`src/rtl/mem_stage_wait_if.sv`:
```
// ----------------------------------------------------------------------------
// mem_stage_wait_if
// Bus between the pipeline (master) and the wait-state memory stage (slave).
//
// Signals:
//   MEM_R_EN  master->slave  read request, held while ready = 0
//   MEM_W_EN  master->slave  write request, held while ready = 0
//   ALU_Res   master->slave  32-bit byte address
//   Val_RM    master->slave  write data
//   Mem_out   slave->master  registered read data
//   ready     slave->master  1 = stage can advance this cycle
//   ADDR_ERR  slave->master  one-cycle pulse, completed access was out of range
// ----------------------------------------------------------------------------
interface mem_stage_wait_if #(
   parameter int DATA_W = 32
);
   logic              MEM_R_EN;
   logic              MEM_W_EN;
   logic [31:0]       ALU_Res;
   logic [DATA_W-1:0] Val_RM;
   logic [DATA_W-1:0] Mem_out;
   logic              ready;
   logic              ADDR_ERR;

   modport master (
      output MEM_R_EN,
      output MEM_W_EN,
      output ALU_Res,
      output Val_RM,
      input  Mem_out,
      input  ready,
      input  ADDR_ERR
   );

   modport slave (
      input  MEM_R_EN,
      input  MEM_W_EN,
      input  ALU_Res,
      input  Val_RM,
      output Mem_out,
      output ready,
      output ADDR_ERR
   );
endinterface : mem_stage_wait_if

```
`src/rtl/mem_stage_wait.sv`:
```
// ----------------------------------------------------------------------------
// mem_stage_wait
// Memory-access stage with a configurable number of wait states. A request
// seen while idle is latched, the stage stays busy for WAIT_CYCLES cycles,
// performs the word access on the last busy edge and then spends one DONE
// cycle presenting the result before returning to idle.
//
// Parameters:
//   DATA_W       data word width in bits (multiple of 8)
//   DEPTH        memory depth in words (power of two)
//   BASE_ADDR    byte address mapped to word 0
//   WAIT_CYCLES  busy cycles per access (>= 1)
//
// Ports:
//   clk   in   rising-edge clock
//   rst   in   synchronous active-high reset
//   bus   slave modport of mem_stage_wait_if (request, address, data,
//         Mem_out, ready, ADDR_ERR)
// ----------------------------------------------------------------------------
module mem_stage_wait #(
   parameter int DATA_W      = 32,
   parameter int DEPTH       = 64,
   parameter int BASE_ADDR   = 1024,
   parameter int WAIT_CYCLES = 4
) (
   input  logic             clk,
   input  logic             rst,
   mem_stage_wait_if.slave  bus
);

   // Number of low address bits that select a byte inside a word.
   localparam int BYTE_SH = (DATA_W > 8) ? $clog2(DATA_W / 8) : 0;
   localparam int IDX_W   = (DEPTH > 1) ? $clog2(DEPTH) : 1;
   localparam int CNT_W   = (WAIT_CYCLES > 1) ? $clog2(WAIT_CYCLES) : 1;

   localparam logic [31:0]      BASE_W     = 32'(BASE_ADDR);
   localparam logic [31:0]      DEPTH_W    = 32'(DEPTH);
   localparam logic [CNT_W-1:0] CNT_LOAD   = CNT_W'(WAIT_CYCLES - 1);
   localparam logic [CNT_W-1:0] CNT_ZERO   = {CNT_W{1'b0}};
   localparam logic [CNT_W-1:0] CNT_ONE    = {{(CNT_W-1){1'b0}}, 1'b1};
   localparam logic [DATA_W-1:0] DATA_ZERO = {DATA_W{1'b0}};

   typedef enum logic [1:0] {
      ST_IDLE = 2'd0,
      ST_BUSY = 2'd1,
      ST_DONE = 2'd2
   } state_t;

   // ------------------------------------------------------------------------
   // Declarations
   // ------------------------------------------------------------------------
   state_t              state_r;
   state_t              state_nxt_s;
   logic [CNT_W-1:0]    cnt_r;
   logic [CNT_W-1:0]    cnt_nxt_s;

   logic                req_s;
   logic                start_s;
   logic                access_s;
   logic                mem_we_s;
   logic                ready_s;

   logic [31:0]         addr_off_s;
   logic [31:0]         word_idx_full_s;
   logic                below_base_s;
   logic                oor_s;

   logic                lat_wr_r;
   logic                lat_oor_r;
   logic [IDX_W-1:0]    lat_idx_r;
   logic [DATA_W-1:0]   lat_data_r;

   logic [DATA_W-1:0]   mem_out_r;
   logic                addr_err_r;

   // Storage powers up cleared and is deliberately left alone by rst.
   logic [DATA_W-1:0]   mem_r [DEPTH] = '{default: '0};

   // ------------------------------------------------------------------------
   // Request decode and address mapping
   // ------------------------------------------------------------------------

   // Decode the incoming address into a word index and range flag.
   always_comb begin
      req_s           = bus.MEM_R_EN | bus.MEM_W_EN;
      addr_off_s      = bus.ALU_Res - BASE_W;
      // Byte-offset bits are dropped: unaligned addresses hit the same word.
      word_idx_full_s = addr_off_s >> BYTE_SH;
      below_base_s    = (bus.ALU_Res < BASE_W);
      if (below_base_s) begin
         oor_s = 1'b1;
      end else if (word_idx_full_s >= DEPTH_W) begin
         oor_s = 1'b1;
      end else begin
         oor_s = 1'b0;
      end
   end

   // ------------------------------------------------------------------------
   // FSM
   // ------------------------------------------------------------------------

   // State and wait counter registers.
   always_ff @(posedge clk) begin
      if (rst) begin
         state_r <= ST_IDLE;
         cnt_r   <= CNT_ZERO;
      end else begin
         state_r <= state_nxt_s;
         cnt_r   <= cnt_nxt_s;
      end
   end

   // Next-state, counter update and handshake outputs.
   always_comb begin
      state_nxt_s = state_r;
      cnt_nxt_s   = cnt_r;
      ready_s     = 1'b0;
      start_s     = 1'b0;
      access_s    = 1'b0;
      case (state_r)
         ST_IDLE: begin
            if (req_s) begin
               start_s     = 1'b1;
               cnt_nxt_s   = CNT_LOAD;
               state_nxt_s = ST_BUSY;
               ready_s     = 1'b0;
            end else begin
               state_nxt_s = ST_IDLE;
               ready_s     = 1'b1;
            end
         end
         ST_BUSY: begin
            ready_s = 1'b0;
            if (cnt_r != CNT_ZERO) begin
               cnt_nxt_s   = cnt_r - CNT_ONE;
               state_nxt_s = ST_BUSY;
            end else begin
               // Last busy cycle: the memory access happens on this edge.
               access_s    = 1'b1;
               state_nxt_s = ST_DONE;
            end
         end
         ST_DONE: begin
            // Unconditional return so the held request is never re-issued.
            ready_s     = 1'b1;
            state_nxt_s = ST_IDLE;
         end
         default: begin
            ready_s     = 1'b0;
            cnt_nxt_s   = CNT_ZERO;
            state_nxt_s = ST_IDLE;
         end
      endcase
   end

   // ------------------------------------------------------------------------
   // Request latch
   // ------------------------------------------------------------------------

   // Capture type, index, data and range on acceptance; held until next start.
   always_ff @(posedge clk) begin
      if (rst) begin
         lat_wr_r   <= 1'b0;
         lat_oor_r  <= 1'b0;
         lat_idx_r  <= {IDX_W{1'b0}};
         lat_data_r <= DATA_ZERO;
      end else if (start_s) begin
         // A simultaneous read+write is treated as a write.
         lat_wr_r   <= bus.MEM_W_EN;
         lat_oor_r  <= oor_s;
         lat_idx_r  <= word_idx_full_s[IDX_W-1:0];
         lat_data_r <= bus.Val_RM;
      end else begin
         lat_wr_r   <= lat_wr_r;
         lat_oor_r  <= lat_oor_r;
         lat_idx_r  <= lat_idx_r;
         lat_data_r <= lat_data_r;
      end
   end

   // ------------------------------------------------------------------------
   // Memory array and result registers
   // ------------------------------------------------------------------------

   // Writes to out-of-range addresses are dropped; rst also blocks the write.
   always_comb begin
      if (rst) begin
         mem_we_s = 1'b0;
      end else begin
         mem_we_s = access_s & lat_wr_r & ~lat_oor_r;
      end
   end

   // Word write port.
   always_ff @(posedge clk) begin
      if (mem_we_s) begin
         mem_r[lat_idx_r] <= lat_data_r;
      end
   end

   // Read data register: loads on completed reads, zero for out-of-range.
   always_ff @(posedge clk) begin
      if (rst) begin
         mem_out_r <= DATA_ZERO;
      end else if (access_s && !lat_wr_r) begin
         if (lat_oor_r) begin
            mem_out_r <= DATA_ZERO;
         end else begin
            mem_out_r <= mem_r[lat_idx_r];
         end
      end else begin
         mem_out_r <= mem_out_r;
      end
   end

   // Range error pulse, high only during the DONE cycle.
   always_ff @(posedge clk) begin
      if (rst) begin
         addr_err_r <= 1'b0;
      end else begin
         addr_err_r <= access_s & lat_oor_r;
      end
   end

   // ------------------------------------------------------------------------
   // Outputs
   // ------------------------------------------------------------------------

   // Drive the bus outputs.
   always_comb begin
      bus.Mem_out  = mem_out_r;
      bus.ready    = ready_s;
      bus.ADDR_ERR = addr_err_r;
   end

endmodule : mem_stage_wait

```
`src/flat_wrapper.sv`:
```
// flat-port wrapper written by rule: the top's interface ports become plain ports
module mem_stage_wait_flat 
#(
   parameter int DATA_W      = 32,
   parameter int DEPTH       = 64,
   parameter int BASE_ADDR   = 1024,
   parameter int WAIT_CYCLES = 4
)
  (clk, rst, bus_MEM_R_EN, bus_MEM_W_EN, bus_ALU_Res, bus_Val_RM, bus_Mem_out, bus_ready, bus_ADDR_ERR);
  mem_stage_wait_if #(.DATA_W(DATA_W)) bus_i ();
  input  logic clk;
  input  logic rst;
  input wire logic [$bits(bus_i.MEM_R_EN)-1:0] bus_MEM_R_EN;
  input wire logic [$bits(bus_i.MEM_W_EN)-1:0] bus_MEM_W_EN;
  input wire logic [$bits(bus_i.ALU_Res)-1:0] bus_ALU_Res;
  input wire logic [$bits(bus_i.Val_RM)-1:0] bus_Val_RM;
  output wire logic [$bits(bus_i.Mem_out)-1:0] bus_Mem_out;
  output wire logic [$bits(bus_i.ready)-1:0] bus_ready;
  output wire logic [$bits(bus_i.ADDR_ERR)-1:0] bus_ADDR_ERR;
  assign bus_i.MEM_R_EN = bus_MEM_R_EN;
  assign bus_i.MEM_W_EN = bus_MEM_W_EN;
  assign bus_i.ALU_Res = bus_ALU_Res;
  assign bus_i.Val_RM = bus_Val_RM;
  assign bus_Mem_out = bus_i.Mem_out;
  assign bus_ready = bus_i.ready;
  assign bus_ADDR_ERR = bus_i.ADDR_ERR;
  mem_stage_wait #(.DATA_W(DATA_W), .DEPTH(DEPTH), .BASE_ADDR(BASE_ADDR), .WAIT_CYCLES(WAIT_CYCLES)) u_core (.clk(clk), .rst(rst), .bus(bus_i));
endmodule
```
`config.mk`:
```
export PLATFORM = sky130hd
export DESIGN_NAME = mem_stage_wait_flat
export DESIGN_NICKNAME = d
export VERILOG_FILES = /design/src/rtl/mem_stage_wait_if.sv /design/src/rtl/mem_stage_wait.sv /design/src/flat_wrapper.sv
export SDC_FILE = /design/constraint.sdc
export NUM_CORES = 2
export LEC_CHECK = 0
export BUFFER_PORTS_ARGS = -buffer_cell sky130_fd_sc_hd__buf_2
export CAP_MARGIN = 30
export CELL_PAD_IN_SITES_DETAIL_PLACEMENT = 1
export CELL_PAD_IN_SITES_GLOBAL_PLACEMENT = 1
export CORE_ASPECT_RATIO = 1.1
export CORE_UTILIZATION = 25
export CTS_BUF_LIST = sky130_fd_sc_hd__clkbuf_2
export DETAILED_ROUTE_END_ITERATION = 10
export GPL_ROUTABILITY_DRIVEN = 0
export PLACE_DENSITY = 0.49
export SYNTH_ARGS = -nofsm -noshare
export SYNTH_HDL_FRONTEND = slang
export SYNTH_SLANG_ARGS = --single-unit
```
`constraint.sdc`:
```
create_clock -name clk -period 5.6 [get_ports clk]
set_input_delay 0.56 -clock clk [delete_from_list [all_inputs] [get_ports clk]]
set_output_delay 0.56 -clock clk [all_outputs]
set_load 0.005 [all_outputs]
```
After elaboration in Yosys (flattened, before gate mapping)
Memories as Yosys holds them, arrays and structs flattened. A register that Yosys moved wholly into a read port is not among the register bits.
Index checks and enable logic that the tools add are counted.
- word-level logic and storage cells: 48
- memories: 1
- memory bits (writable): 2048
- register bits after elaboration: 77
- memories (name ; words ; width ; read ports ; clocked after memory_dff ; wr ports ; RTL line ; RTL):
    u_core.mem_r ; 64 ; 32 ; 1 ; 1 ; 1 ; mem_stage_wait.sv:77 ; logic [DATA_W-1:0] mem_r [DEPTH] = '{default: '0};
- equality and inequality tests: 4
- add/sub/neg operators: 2
- reduce and logical (&&, ||, !) cells: 5
- mux-type cells: 20
- bitwise gates (word level): 6
- order comparisons: 2
- operators by type and width (operator ; number):
    $lt A32 B11 Y1 const B ; 1
    $mux W32 ; 1
    $sub A32 B11 Y32 const B ; 1
    $ge A30 B7 Y1 const B ; 1
    $mux W6 ; 2
    $mux W1 ; 11
    $mux W2 ; 3
    $pmux W2 S3 ; 1
    $ne A2 B1 Y1 const B ; 2
    $pmux W2 S2 ; 1
    $and A1 B1 Y1 ; 3
    $reduce_and A3 Y1 ; 1
    $eq A2 B1 Y1 const B ; 1
    $eq A2 B2 Y1 const B ; 1
    $logic_not A2 Y1 ; 1
    $not A1 Y1 ; 2
    $pmux W1 S2 ; 1
    $reduce_bool A2 Y1 ; 1
    $sub A2 B1 Y2 const B ; 1
    $logic_and A1 B1 Y1 ; 1
    $logic_not A1 Y1 ; 1
    $or A1 B1 Y1 ; 1

Longest topological paths before layout
- depth after elaboration: 8
- depth in mapped cells: 11
- depth with buffers taken out: 8

Worst setup path after synthesis
OpenSTA, ideal clock, no wires.
- path kind: input to register
- start: input rst
- end: memory u_core.mem_r[62][0], enable pin
- library setup time: 0.421 ns
- data required time: 5.179 ns
- path buffers: 0
- stages: 5
- data arrival time: 2.709 ns
- path slack: 2.470 ns
- path through: nor4_1 > nand2_1 > nor2_1 > nand3_1 > nor2_1
- longest elaborated chain between the ends: 3
- ends and longest elaborated chain (what ; RTL line ; RTL):
    start: declaration ; flat_wrapper.sv:12 ; input logic rst;
    $mux W1 ; mem_stage_wait.sv:188 ; if (rst) begin
    $mux W1 ; mem_stage_wait.sv:197 ; if (mem_we_s) begin
    $mux W1 (not written as such) ; mem_stage_wait.sv:198 ; mem_r[lat_idx_r] <= lat_data_r;
    end: declaration ; mem_stage_wait.sv:77 ;
No other way between the ends.

==> results summary <==
The register bit total from synthesis came out at ~2100. Summed over all layers, the routed wires come to between 200 and 300 mm. For this run, the number of standard cells in the final layout without fillers is slightly above 9000. Dividing the final minimum period by the clock period gives 0.695. Among all stages on the critical path, the largest delay is contributed by sky130_fd_sc_hd__dfxtp_4. Yosys mapped the design onto 61 distinct sky130hd cell types. The net count reported at finish came out at 4648. The detailed router finished its first iteration with approximately 4000 violations. The number of warnings issued by yosys came out at 0.

The max-slew headroom at the worst pin is 0.278. The number of flops mapped to enable cells by yosys came out at a little over 2000. The number of buffers created by CTS is around 560.

When the netlist entered floorplanning its net count stood at between 3000 and 4000. The path class of the lowest-slack min-delay path is in2reg. The max-slew violation count came out at 0. Setup violations remaining at the end of the flow were counted as 0. Pin placement for this block handled approximately 100 I/O pins. For the final database, setup skew stands at ~0.094 ns. The post-route minimum period came out at roughly 3.9 ns. The worst setup path is launched from a register.

The clock passes through at most 4 buffers. The final cell utilization of the core is 0.294. By area the synthesized netlist is led by sky130_fd_sc_hd__edfxtp_1, sky130_fd_sc_hd__mux4_2, sky130_fd_sc_hd__dfxtp_1. The half-perimeter wire length after detailed placement came out at between 150 and 200 mm. The top-area cell type share of the netlist area is 0.755. The worst-case setup slack after placement is roughly 1.6 ns. The worst setup path is of the reg2reg kind. The total DRC errors in the routed layout is 10.

The post-synthesis cell type with the largest combined area is sky130_fd_sc_hd__edfxtp_1. The remaining number of nets flagged by the antenna check after routing came out at 0. The total congestion overflow is 0. The main flop type after synthesis is sky130_fd_sc_hd__edfxtp_1. The leakage dissipation is 0.0302 µW. In the routed layout, each cell is associated on average with a via count of ~4.6.

STA classifies the critical path endpoint as a register. The post-synthesis async set-or-reset flop share came out at 0. The total track usage came out at 0.164. The checks that failed: DRC.

The signal on the critical path passes through buf_12, mux2i_1, nor2_1, a2111oi_0, o21ai_0, a32o_1. Setup repair after global routing left no endpoint under its margin. The average size of a mapped cell came out at 21.7 µm².

Summing over every cut layer, the via total after detailed routing is about 43000. The post-detailed-route wirelength per cell came out at just under 30 µm. The worst-path maximum fanout is 60. For this run, the register share of the synthesized area comes to 0.776. The vertical die dimension came out at ~600 µm.

STA puts the critical path data required time at roughly 7.2 ns. The count of buffers added on input and output ports is about 100. The latest clock arrival within the worst-skew pair came out at 1.72 ns. The number of endpoints with negative hold slack in the final report is 0.

The largest net degree at the start of global routing is roughly 80. The overall die area came out at 328000 µm². The power density normalized to cell area is between 300 and 400 nW/µm². The via count of the first global-routing pass came out at 47056. The cell area that synthesis handed to floorplanning was 81400 µm². The post-synthesis instance total is approximately 3800.

The top achievable clock speed is roughly 260 MHz. The ratio of cells with drive above 1 in the final layout came out at 0.361. The clock edge transition at the registers on the reported setup and hold paths is about 0.1 ns. The count of TritonRoute iterations in the first routing pass came out at 9.

The clock sink count is roughly 2100. The core region is between 300000 and 400000 µm². The post-synthesis to final-layout area growth is 16.9%. TritonCTS built the clock tree. The number of antenna violations at the first check in global routing is 22. The first global-routing pass estimated 374 mm of wire. The max-capacitance violation count came out at 0. The sum of negative setup slack is 0 ns.

The worst-case IR drop observed on VDD is ~0.21 mV. The transition at the pin with the smallest max-transition slack came out at around 1.1 ns. The flow ran to the end, but the final reports show violations. Clock tree synthesis selected as its root buffer the cell sky130_fd_sc_hd__clkbuf_2.

Data on the critical path arrives at its endpoint at about 5.5 ns. The highest cell delay on the worst timing path is about 0.97 ns. The initial standard-cell utilization of the core came out at 0.251.

The floorplan has about 220 rows. In this run the number of H-tree levels came out at 6. The x dimension of the die is around 550 µm. The placed cell count came out at roughly 8200. The final worst-path setup slack came out at about 1.7 ns.
worst paths after layout:
path                     startpoint                     end  slack, ns  cells past startpoint
min                  bus_Val_RM[10]   u_core.lat_data_r[10]       0.29                      5
max                        register  u_core.bus.Mem_out[16]       1.71                      6
max reg2reg                register  u_core.bus.Mem_out[16]       1.71                      6
min reg2reg  u_core.bus.Mem_out[11]  u_core.bus.Mem_out[11]       0.45                      2
report_power, final:
part           leakage [µW]  internal (µW)  switching [µW]
sequential           0.0194          17700             209
combinational       0.00692           1090            1870
clock               0.00386           4480            6480
kinds of logic (layout without fill, tap and decap cells):
group / count (synthesis) / in the layout / synth area share
DFF: 2131 / 2131 / 0.776
AOI/OAI and AO/OA: 325 / 325 / 0.0272
buffers and inverters: 208 / 1438 / 0.0167
xor gates and xnor gates: 1 / 1 / 0.000108
muxes: 648 / 648 / 0.156
other: 0 / 8 / 0
and+or+nand+nor: 438 / 438 / 0.0240
adders and majority gates: 1 / 1 / 0.000154
placed cells by master, fill, tap and decap left out, types with 12 or more instances in the layout:
cell                            netlist  layout
sky130_fd_sc_hd__a221oi_1            14      14
sky130_fd_sc_hd__mux2_2              15      15
sky130_fd_sc_hd__buf_2               65      99
sky130_fd_sc_hd__nor3_1              23      22
sky130_fd_sc_hd__dlygate4sd3_1        0     151
sky130_fd_sc_hd__nand3_1             40      40
sky130_fd_sc_hd__o22ai_1             23      23
sky130_fd_sc_hd__buf_12               5      30
sky130_fd_sc_hd__nand2b_1            12      12
sky130_fd_sc_hd__nor2_1             108      41
sky130_fd_sc_hd__o21ai_0             35      34
sky130_fd_sc_hd__a21oi_1             78      78
sky130_fd_sc_hd__mux2i_1            140     140
sky130_fd_sc_hd__clkbuf_2             0     822
sky130_fd_sc_hd__a211oi_1            23      21
sky130_fd_sc_hd__nor2_4               0      65
sky130_fd_sc_hd__mux4_2             480     480
sky130_fd_sc_hd__dfxtp_1             83      46
sky130_fd_sc_hd__nand2_1            182     182
sky130_fd_sc_hd__bufinv_16            0      13
sky130_fd_sc_hd__a22oi_1             60      60
sky130_fd_sc_hd__inv_2                2      18
sky130_fd_sc_hd__clkinv_1             0     103
sky130_fd_sc_hd__buf_4               44     182
sky130_fd_sc_hd__nor2b_1             23      18
sky130_fd_sc_hd__dfxtp_2              0      30
sky130_fd_sc_hd__mux4_1              13      13
sky130_fd_sc_hd__edfxtp_1          2048    2048
metal layers:
| layer | up-vias | part of all wire | track usage |
|---|---|---|---|
| li1 | 17758 | - | - |
| met1 | 23572 | 0.42 | 0.210 |
| met2 | 1565 | 0.50 | 0.280 |
| met3 | 337 | 0.059 | 0.0279 |
| met4 | 4 | 0.025 | 0.0520 |
| met5 | - | 0.00012 | 0 |
state kept, by name, summed over array words and instances (netlist names), named ones only:
register,count
u_core.lat_data_r,32
u_core.bus.Mem_out,32
u_core.bus.ADDR_ERR,1
u_core.lat_oor_r,1
u_core.mem_r,2048
u_core.state_r,2
u_core.cnt_r,2
u_core.lat_wr_r,1
u_core.lat_idx_r,6
critical path: cells and delay by family, from the launching register on:
kind,cells,cell delay (ns)
AOI/OAI and AO/OA,3,1.84
DFF,1,0.97
buffers and inverters,1,0.44
muxes,1,0.25
and+or+nand+nor,1,0.06
per-stage QoR:
stage / instance area (µm²) / total power, µW / hold WS [ns]
floorplan: 81400 / 19800 / 0.432
CTS: 95200 / 32300 / 0.0161
detailed placement: 88700 / 21200 / 0.443
finish: 95200 / 31800 / 0.290
global route: 95200 / 33100 / 0.238
global placement: 88400 / 21100 / 0.433
cell type report:
type                            count  area (µm²)
Antenna cell                        8        20.0
Timing Repair Buffer              467        4080
Tap cell                         4309        5390
Multi-Input combinational cell   1413       17500
Clock buffer                      822        4110
Fill cell                       33491      229000
Clock inverter                    144         910
Sequential cell                  2131       63200
Inverter                            5        18.8
what timing repair did:
item,in CTS,in global routing
setup buffers,0,0
hold buffers,151,0
gates resized for setup,0,0
endpoints found under the hold margin,56,0
setup endpoints to repair,0,0
cell usage after synthesis, types with 5 or more instances:
| cell type | instances |
|---|---|
| sky130_fd_sc_hd__mux2_2 | 15 |
| sky130_fd_sc_hd__nand2b_1 | 12 |
| sky130_fd_sc_hd__edfxtp_1 | 2048 |
| sky130_fd_sc_hd__o21ai_1 | 5 |
| sky130_fd_sc_hd__o2111ai_1 | 5 |
| sky130_fd_sc_hd__o22ai_1 | 23 |
| sky130_fd_sc_hd__nand4_1 | 6 |
| sky130_fd_sc_hd__nor2b_1 | 23 |
| sky130_fd_sc_hd__buf_6 | 27 |
| sky130_fd_sc_hd__and2_1 | 12 |
| sky130_fd_sc_hd__nor3_1 | 23 |
| sky130_fd_sc_hd__a32o_1 | 10 |
| sky130_fd_sc_hd__nor2_1 | 108 |
| sky130_fd_sc_hd__a22oi_1 | 60 |
| sky130_fd_sc_hd__mux4_1 | 13 |
| sky130_fd_sc_hd__a21oi_1 | 78 |
| sky130_fd_sc_hd__dfxtp_1 | 83 |
| sky130_fd_sc_hd__o41ai_1 | 5 |
| sky130_fd_sc_hd__buf_4 | 44 |
| sky130_fd_sc_hd__or3_1 | 5 |
| sky130_fd_sc_hd__o211ai_1 | 6 |
| sky130_fd_sc_hd__a211oi_1 | 23 |
| sky130_fd_sc_hd__buf_12 | 5 |
| sky130_fd_sc_hd__o21ai_0 | 35 |
| sky130_fd_sc_hd__buf_1 | 8 |
| sky130_fd_sc_hd__nand2_1 | 182 |
| sky130_fd_sc_hd__clkbuf_1 | 50 |
| sky130_fd_sc_hd__nor4_1 | 10 |
| sky130_fd_sc_hd__nand3_1 | 40 |
| sky130_fd_sc_hd__a31oi_1 | 10 |
| sky130_fd_sc_hd__buf_2 | 65 |
| sky130_fd_sc_hd__o221ai_1 | 11 |
| sky130_fd_sc_hd__a221oi_1 | 14 |
| sky130_fd_sc_hd__nand3b_1 | 5 |
| sky130_fd_sc_hd__mux4_2 | 480 |
| sky130_fd_sc_hd__mux2i_1 | 140 |
| sky130_fd_sc_hd__a2111oi_0 | 10 |
| sky130_fd_sc_hd__a22o_1 | 10 |
(Power assumes the default switching activity.)
